**src/rtl/ec_data_ctrl.sv**
```systemverilog
// EC-stage data memory controller: issues SRAM-like load/store requests,
// holds the pipeline while a request is outstanding and returns aligned load data.
module ec_data_ctrl (
  input  logic        clk,
  input  logic        resetn,
  input  logic        ec_data_req,
  input  logic        ec_load,
  input  logic        ec_loadX,
  input  logic [3:0]  ec_lsV,
  input  logic [31:0] ec_res,
  input  logic [31:0] ec_B,
  input  logic        ec_exc,
  input  logic        flush,
  input  logic        wb_stall,
  output logic        data_req,
  output logic        data_wr,
  output logic [1:0]  data_size,
  output logic [31:0] data_addr,
  output logic [31:0] data_wdata,
  output logic [3:0]  data_wstrb,
  input  logic        data_addr_ok,
  input  logic        data_data_ok,
  input  logic [31:0] data_rdata,
  output logic        mem_stall,
  output logic        ld_valid,
  output logic [31:0] ld_data
);

  typedef enum logic [1:0] {S_IDLE, S_REQ, S_WAIT, S_DONE} state_t;

  state_t      state_q;
  logic        cancel_q;
  logic        ld_valid_q;
  logic [31:0] ld_data_q;
  logic [31:0] addr_q;
  logic        wr_q;
  logic [1:0]  size_q;
  logic [31:0] wdata_q;
  logic [3:0]  wstrb_q;
  logic [1:0]  off_q;
  logic        loadx_q;

  logic        start;
  logic        cancel_eff;
  logic        complete;
  logic [1:0]  in_size;
  logic [31:0] in_wdata;
  logic [3:0]  in_wstrb;

  function automatic logic [1:0] size_of(input logic [3:0] lsv);
    case (lsv)
      4'b1111:          size_of = 2'd2;
      4'b0011, 4'b1100: size_of = 2'd1;
      default:          size_of = 2'd0;
    endcase
  endfunction

  function automatic logic [31:0] wdata_of(input logic [31:0] b, input logic [1:0] sz);
    case (sz)
      2'd0:    wdata_of = {4{b[7:0]}};
      2'd1:    wdata_of = {2{b[15:0]}};
      default: wdata_of = b;
    endcase
  endfunction

  function automatic logic [31:0] ld_ext(input logic [31:0] rd, input logic [1:0] sz,
                                         input logic [1:0] off, input logic sx);
    logic [7:0]  b;
    logic [15:0] h;
    case (off)
      2'd0:    b = rd[7:0];
      2'd1:    b = rd[15:8];
      2'd2:    b = rd[23:16];
      default: b = rd[31:24];
    endcase
    h = off[1] ? rd[31:16] : rd[15:0];
    case (sz)
      2'd0:    ld_ext = {{24{sx & b[7]}}, b};
      2'd1:    ld_ext = {{16{sx & h[15]}}, h};
      default: ld_ext = rd;
    endcase
  endfunction

  assign start      = ec_data_req & ~ec_exc & ~flush;
  assign cancel_eff = cancel_q | flush;
  assign complete   = ((state_q == S_REQ) & data_addr_ok & data_data_ok) |
                      ((state_q == S_WAIT) & data_data_ok);
  assign in_size    = size_of(ec_lsV);
  assign in_wdata   = wdata_of(ec_B, in_size);
  assign in_wstrb   = ec_load ? 4'b0000 : ec_lsV;

  // In IDLE the request is presented straight from the EC inputs; afterwards from the latches.
  always_comb begin
    data_req   = 1'b0;
    data_wr    = 1'b0;
    data_size  = 2'd0;
    data_addr  = 32'd0;
    data_wdata = 32'd0;
    data_wstrb = 4'b0000;
    mem_stall  = 1'b0;
    if (resetn) begin
      if (state_q == S_IDLE) begin
        data_req   = start;
        data_wr    = ~ec_load;
        data_size  = in_size;
        data_addr  = ec_res;
        data_wdata = in_wdata;
        data_wstrb = in_wstrb;
        mem_stall  = start;
      end else begin
        data_req   = (state_q == S_REQ);
        data_wr    = wr_q;
        data_size  = size_q;
        data_addr  = addr_q;
        data_wdata = wdata_q;
        data_wstrb = wstrb_q;
        mem_stall  = (state_q == S_REQ) | (state_q == S_WAIT);
      end
    end
  end

  assign ld_valid = ld_valid_q;
  assign ld_data  = ld_data_q;

  always_ff @(posedge clk or negedge resetn) begin
    if (!resetn) begin
      state_q    <= S_IDLE;
      cancel_q   <= 1'b0;
      ld_valid_q <= 1'b0;
      ld_data_q  <= 32'd0;
      addr_q     <= 32'd0;
      wr_q       <= 1'b0;
      size_q     <= 2'd0;
      wdata_q    <= 32'd0;
      wstrb_q    <= 4'b0000;
      off_q      <= 2'd0;
      loadx_q    <= 1'b0;
    end else begin
      case (state_q)
        S_IDLE: begin
          cancel_q <= 1'b0;
          if (start) begin
            addr_q  <= ec_res;
            wr_q    <= ~ec_load;
            size_q  <= in_size;
            wdata_q <= in_wdata;
            wstrb_q <= in_wstrb;
            off_q   <= ec_res[1:0];
            loadx_q <= ec_loadX;
            if (data_addr_ok && data_data_ok) begin
              state_q <= S_DONE;
              if (ec_load) begin
                ld_data_q  <= ld_ext(data_rdata, in_size, ec_res[1:0], ec_loadX);
                ld_valid_q <= 1'b1;
              end
            end else if (data_addr_ok) begin
              state_q <= S_WAIT;
            end else begin
              state_q <= S_REQ;
            end
          end
        end
        S_REQ, S_WAIT: begin
          // A flush cannot withdraw an issued request; it only drops the returned data.
          if (complete) begin
            if (cancel_eff) begin
              state_q  <= S_IDLE;
              cancel_q <= 1'b0;
            end else begin
              state_q <= S_DONE;
              if (!wr_q) begin
                ld_data_q  <= ld_ext(data_rdata, size_q, off_q, loadx_q);
                ld_valid_q <= 1'b1;
              end
            end
          end else begin
            if ((state_q == S_REQ) && data_addr_ok) state_q <= S_WAIT;
            cancel_q <= cancel_eff;
          end
        end
        default: begin
          if (!wb_stall) begin
            state_q    <= S_IDLE;
            ld_valid_q <= 1'b0;
          end
        end
      endcase
    end
  end

endmodule

```
**config.mk**
```make
export PLATFORM = sky130hd
export DESIGN_NAME = ec_data_ctrl
export DESIGN_NICKNAME = d
export VERILOG_FILES = /design/src/rtl/ec_data_ctrl.sv
export SDC_FILE = /design/constraint.sdc
export NUM_CORES = 1
export LEC_CHECK = 0
export ABC_AREA = 1
export BUFFER_PORTS_ARGS = -buffer_cell sky130_fd_sc_hd__buf_2
export CORE_MARGIN = 4
export CORE_UTILIZATION = 50
export DETAILED_ROUTE_END_ITERATION = 8
export PLACE_DENSITY = 0.77
export SYNTH_ARGS = -nofsm -noshare
export SYNTH_HDL_FRONTEND = slang
export SYNTH_SLANG_ARGS = --single-unit
```
**constraint.sdc**
```tcl
create_clock -name clk -period 2.07 [get_ports clk]
set_input_delay 0.207 -clock clk [delete_from_list [all_inputs] [get_ports clk]]
set_output_delay 0.207 -clock clk [all_outputs]
set_load 0.05 [all_outputs]
```
==> key figures <==
Worst setup path
  – R2R cell count: 11
  – Critical Path RT: about 1.9 ns
  – Kind of critical path: flop to output pin
  – Crit-path cells: inv_2 > ha_4 > buf_8 > clkinv_8 > clkbuf_16 > a21oi_2 > o21ai_1 > inv_1 > buf_6
  – Max incr delay on CP: about 0.4 ns
  – Crit path buffers/inverters: 6
  – R2r startpoint: state_q[0]
  – CP Launch Type: flop
  – Reg-to-reg slack, setup: 0.05 ns
  – Worst-path fanout max: 8
  – Crit path arrival time: between 1.5 and 2 ns
  – Crit-path slowest cell: dfrtp_1
  – CP top delay family: buffers and inverters
  – Worst r2r dst: wdata_q[5]
  – Crit. End Element: output pin

Floorplan
  – Starting Density: 0.512
  – Core area: around 0.015 mm²
  – Die width: 130 µm
  – Std-Cell Rows: 44
  – Die height: ~130 µm
  – I/O pin total: between 200 and 250
  – Die area: around 0.017 mm²

Pwr
  – Combinational group share of total power: 0.693
  – Static leakage: ~5.5 nW
  – Pwr dens: between 1500 and 2000 mW/mm²
  – Net Switching: approximately 9.4 mW
  – Total power: 17.5 mW
  – Sequential share of power: 0.207
  – Int Pwr: between 8 and 9 mW
  – Worst vdd ir: approximately 0.0013 V
  – Sw Ratio: 0.535
  – Clock share of power: 0.100

Clocking
  – Clock Path Buffers: 2
  – Clk sinks: 108
  – H-Tree Depth: 3
  – TritonCTS Buffers: 9
  – CTS root buffer: clkbuf_16
  – CTS clock-pin slew for the worst setup and hold paths: ~0.08 ns
  – Worst skew pair latency: between 0.3 and 0.4 ns
  – TritonCTS clock tree: done

Finish
  – Final Net Count: about 1500
  – Layout cells sized above 1: 0.273
  – # diodes: 0
  – Layout overhead on the synthesized area: 34.9%
  – Cell area after layout: 0.0100 mm²

Route
  – DRC violations left: 0
  – Total Wirelength: around 26000 µm
  – Post-route ant nets: 0
  – Drt pass-1 iters: 6
  – Wirelength per Cell: 16.4 µm
  – DR iter-0 viols: between 900 and 1000
  – Via count: approximately 9000
  – Via density: about 5.6

Yosys
  – Syn Inst Count: 1171
  – Most used DFF post-synth: dfrtp_1
  – Avg Inst Size Synth: about 6.4 µm²
  – Yosys top cell by area: dfrtp_1
  – Post-Synthesis Cell Area: around 0.0074 mm²
  – Asr flop ratio synth: 1.00
  – Most frequent cell after synthesis: nand2_1
  – Mapped Nets: 1286
  – Seq/Total Area, Yosys: 0.363
  – #FFs+latches synth: ~110
  – Netlist cell types: 29
  – Top cell type's share of synthesized area: 0.363
  – Number of synthesized flops with an enable pin: 0
  – Synth top cells by count: nand2_1 (406), o21ai_0 (131), inv_1 (130)
  – Ys Warns: 0
  – Area contributors post-synth: dfrtp_1 (36%), nand2_1 (20%), o21ai_0 (8.8%), inv_1 (6.6%), a21oi_1 (6.5%)

STA
  – Final hold slack: 0.0478 ns
  – Period Utilization, post-route: 1.03
  – Max Fclk: roughly 0.47 GHz
  – Final worst setup slack: -0.0694 ns
  – Sum of negative setup slack: -0.184 ns
  – Final Setup Violations: 8
  – Final Skew: between 0.01 and 0.015 ns
  – Slew Limit Fails: 0
  – Slew margin rel.: 0.458
  – Final Hold Viols: 0
  – RSZ-0062 raised after global routing: true
  – Slew at the pin closest to its max-slew limit: 0.810 ns
  – Tmin final: 2.14 ns

Global route
  – Initial antenna violation count: 1
  – Vias in the first global route: just under 8000
  – Global Route Usage Sum: 0.280
  – First-pass GRT wire length: about 38000 µm
  – Largest net degree at the start of global routing: between 60 and 70
  – Overflow after GRT: 0

Worst hold path
  – Hold path startpoint: ec_load
  – Hold path endpoint: wr_q
  – Hold/Removal Path Class: primary input to flop
  – WHS Path Cells: 2

Run status
  – Status: complete, but fails checks
  – Failing checks: setup timing

Flow run
  – Max Cap Viol: 0

Placed design
  – DP HPWL: approximately 17000 µm
  – Post-DP Area: approximately 0.009 mm²
  – I/O Buffers: roughly 220
  – Placer congestion estimate: a little under 1
[stage by stage]
step / instances / util / worst slack (ns)
after floorplan: 1171 / - / -0.127
after global placement: 1528 / 0.611 / 0.221
after detailed placement: 1528 / 0.611 / 0.160
after CTS: 1553 / 0.645 / -0.00974
after global routing: 1577 / 0.691 / -0.131
final: 1577 / 0.691 / -0.0694
[cells in the final DEF, fill, tap and decap left out, types with 8 or more instances in the layout]
cell / netlist / layout
clkbuf_4: 0 / 9
o21ai_1: 16 / 21
a21oi_1: 97 / 61
o21ai_0: 131 / 119
o211ai_1: 11 / 11
buf_2: 25 / 143
buf_12: 0 / 8
inv_2: 10 / 11
inv_1: 130 / 127
buf_4: 2 / 69
nor2_1: 49 / 47
dfrtp_1: 108 / 108
clkbuf_16: 0 / 15
buf_6: 5 / 36
o21ai_2: 3 / 10
nand2_1: 406 / 405
nand3_1: 85 / 83
a21oi_2: 0 / 36
[logic make-up after synthesis]
logic type                 count (synthesis)  synth area share
buffers and inverters                    216             0.119
adders and majority gates                  5           0.00840
AOI/OAI and AO/OA                        278             0.200
and+or+nand+nor                          564             0.309
DFF                                      108             0.363
[per-layer routing]
| layer | wire length, µm | up-vias | track usage |
|---|---|---|---|
| li1 | - | 4175 | - |
| met4 | 678 | 2 | 0.0862 |
| met1 | 9790 | 4020 | 0.378 |
| met5 | 7 | - | 0 |
| met3 | 2680 | 60 | 0.0581 |
| met2 | 12700 | 511 | 0.454 |
[worst max path at each step]
stage               start              to  cells after the start
6_report       state_q[0]  data_wdata[17]                      9
2_1_floorplan  state_q[0]    data_addr[0]                      6
5_1_grt        state_q[1]  data_wdata[17]                      9
3_3_place_gp   state_q[0]     ld_data[15]                     10
4_1_cts        state_q[1]  data_wdata[19]                      8
3_5_place_dp   state_q[1]      ld_data[8]                     11
[sequential cells by signal, indices dropped and copies added (netlist names)]
name	cells
loadx_q	1
wdata_q	32
wr_q	1
addr_q	32
ld_data	32
size_q	2
wstrb_q	4
cancel_q	1
ld_valid	1
state_q	2
[final cells by class]
type	count	area [µm²]
inverter	140	541
timing repair inverter	1	8.76
fill	1220	4490
multi-input combinational	847	4100
timing repair buffer	281	2170
sequential	108	2700
clock buffer	10	239
tap	184	230
clock inverter	6	53.8
[power by group through the flow]
stage / combinational, mW / clock [mW] / sequential (mW)
CTS: 10.4 / 1.77 / 3.60
global placement: 9.90 / 0 / 3.60
global route: 13.1 / 1.86 / 3.73
finish: 12.1 / 1.75 / 3.62
floorplan: 6.74 / 0 / 4.47
detailed placement: 10.0 / 0 / 3.63
[worst register-to-register path, cell delays in order (launching register included)]
cell and delay (ns):
dfrtp_1 0.40, inv_2 0.08, ha_4 0.20, buf_8 0.16
clkinv_8 0.08, buf_6 0.14, buf_4 0.15, nor2_4 0.16
inv_2 0.08, buf_4 0.24, nand2_1 0.12, o21ai_0 0.09
[timing repair]
item                                    4_1_cts  5_1_grt
gates resized for setup                      42      149
hold endpoints to repair                     16        0
pin swaps                                     1        2
cloned                                        1        8
hold buffers                                  5        0
endpoints found under the setup margin       70       82
setup buffers                                 3       16
(Power assumes the default switching activity.)
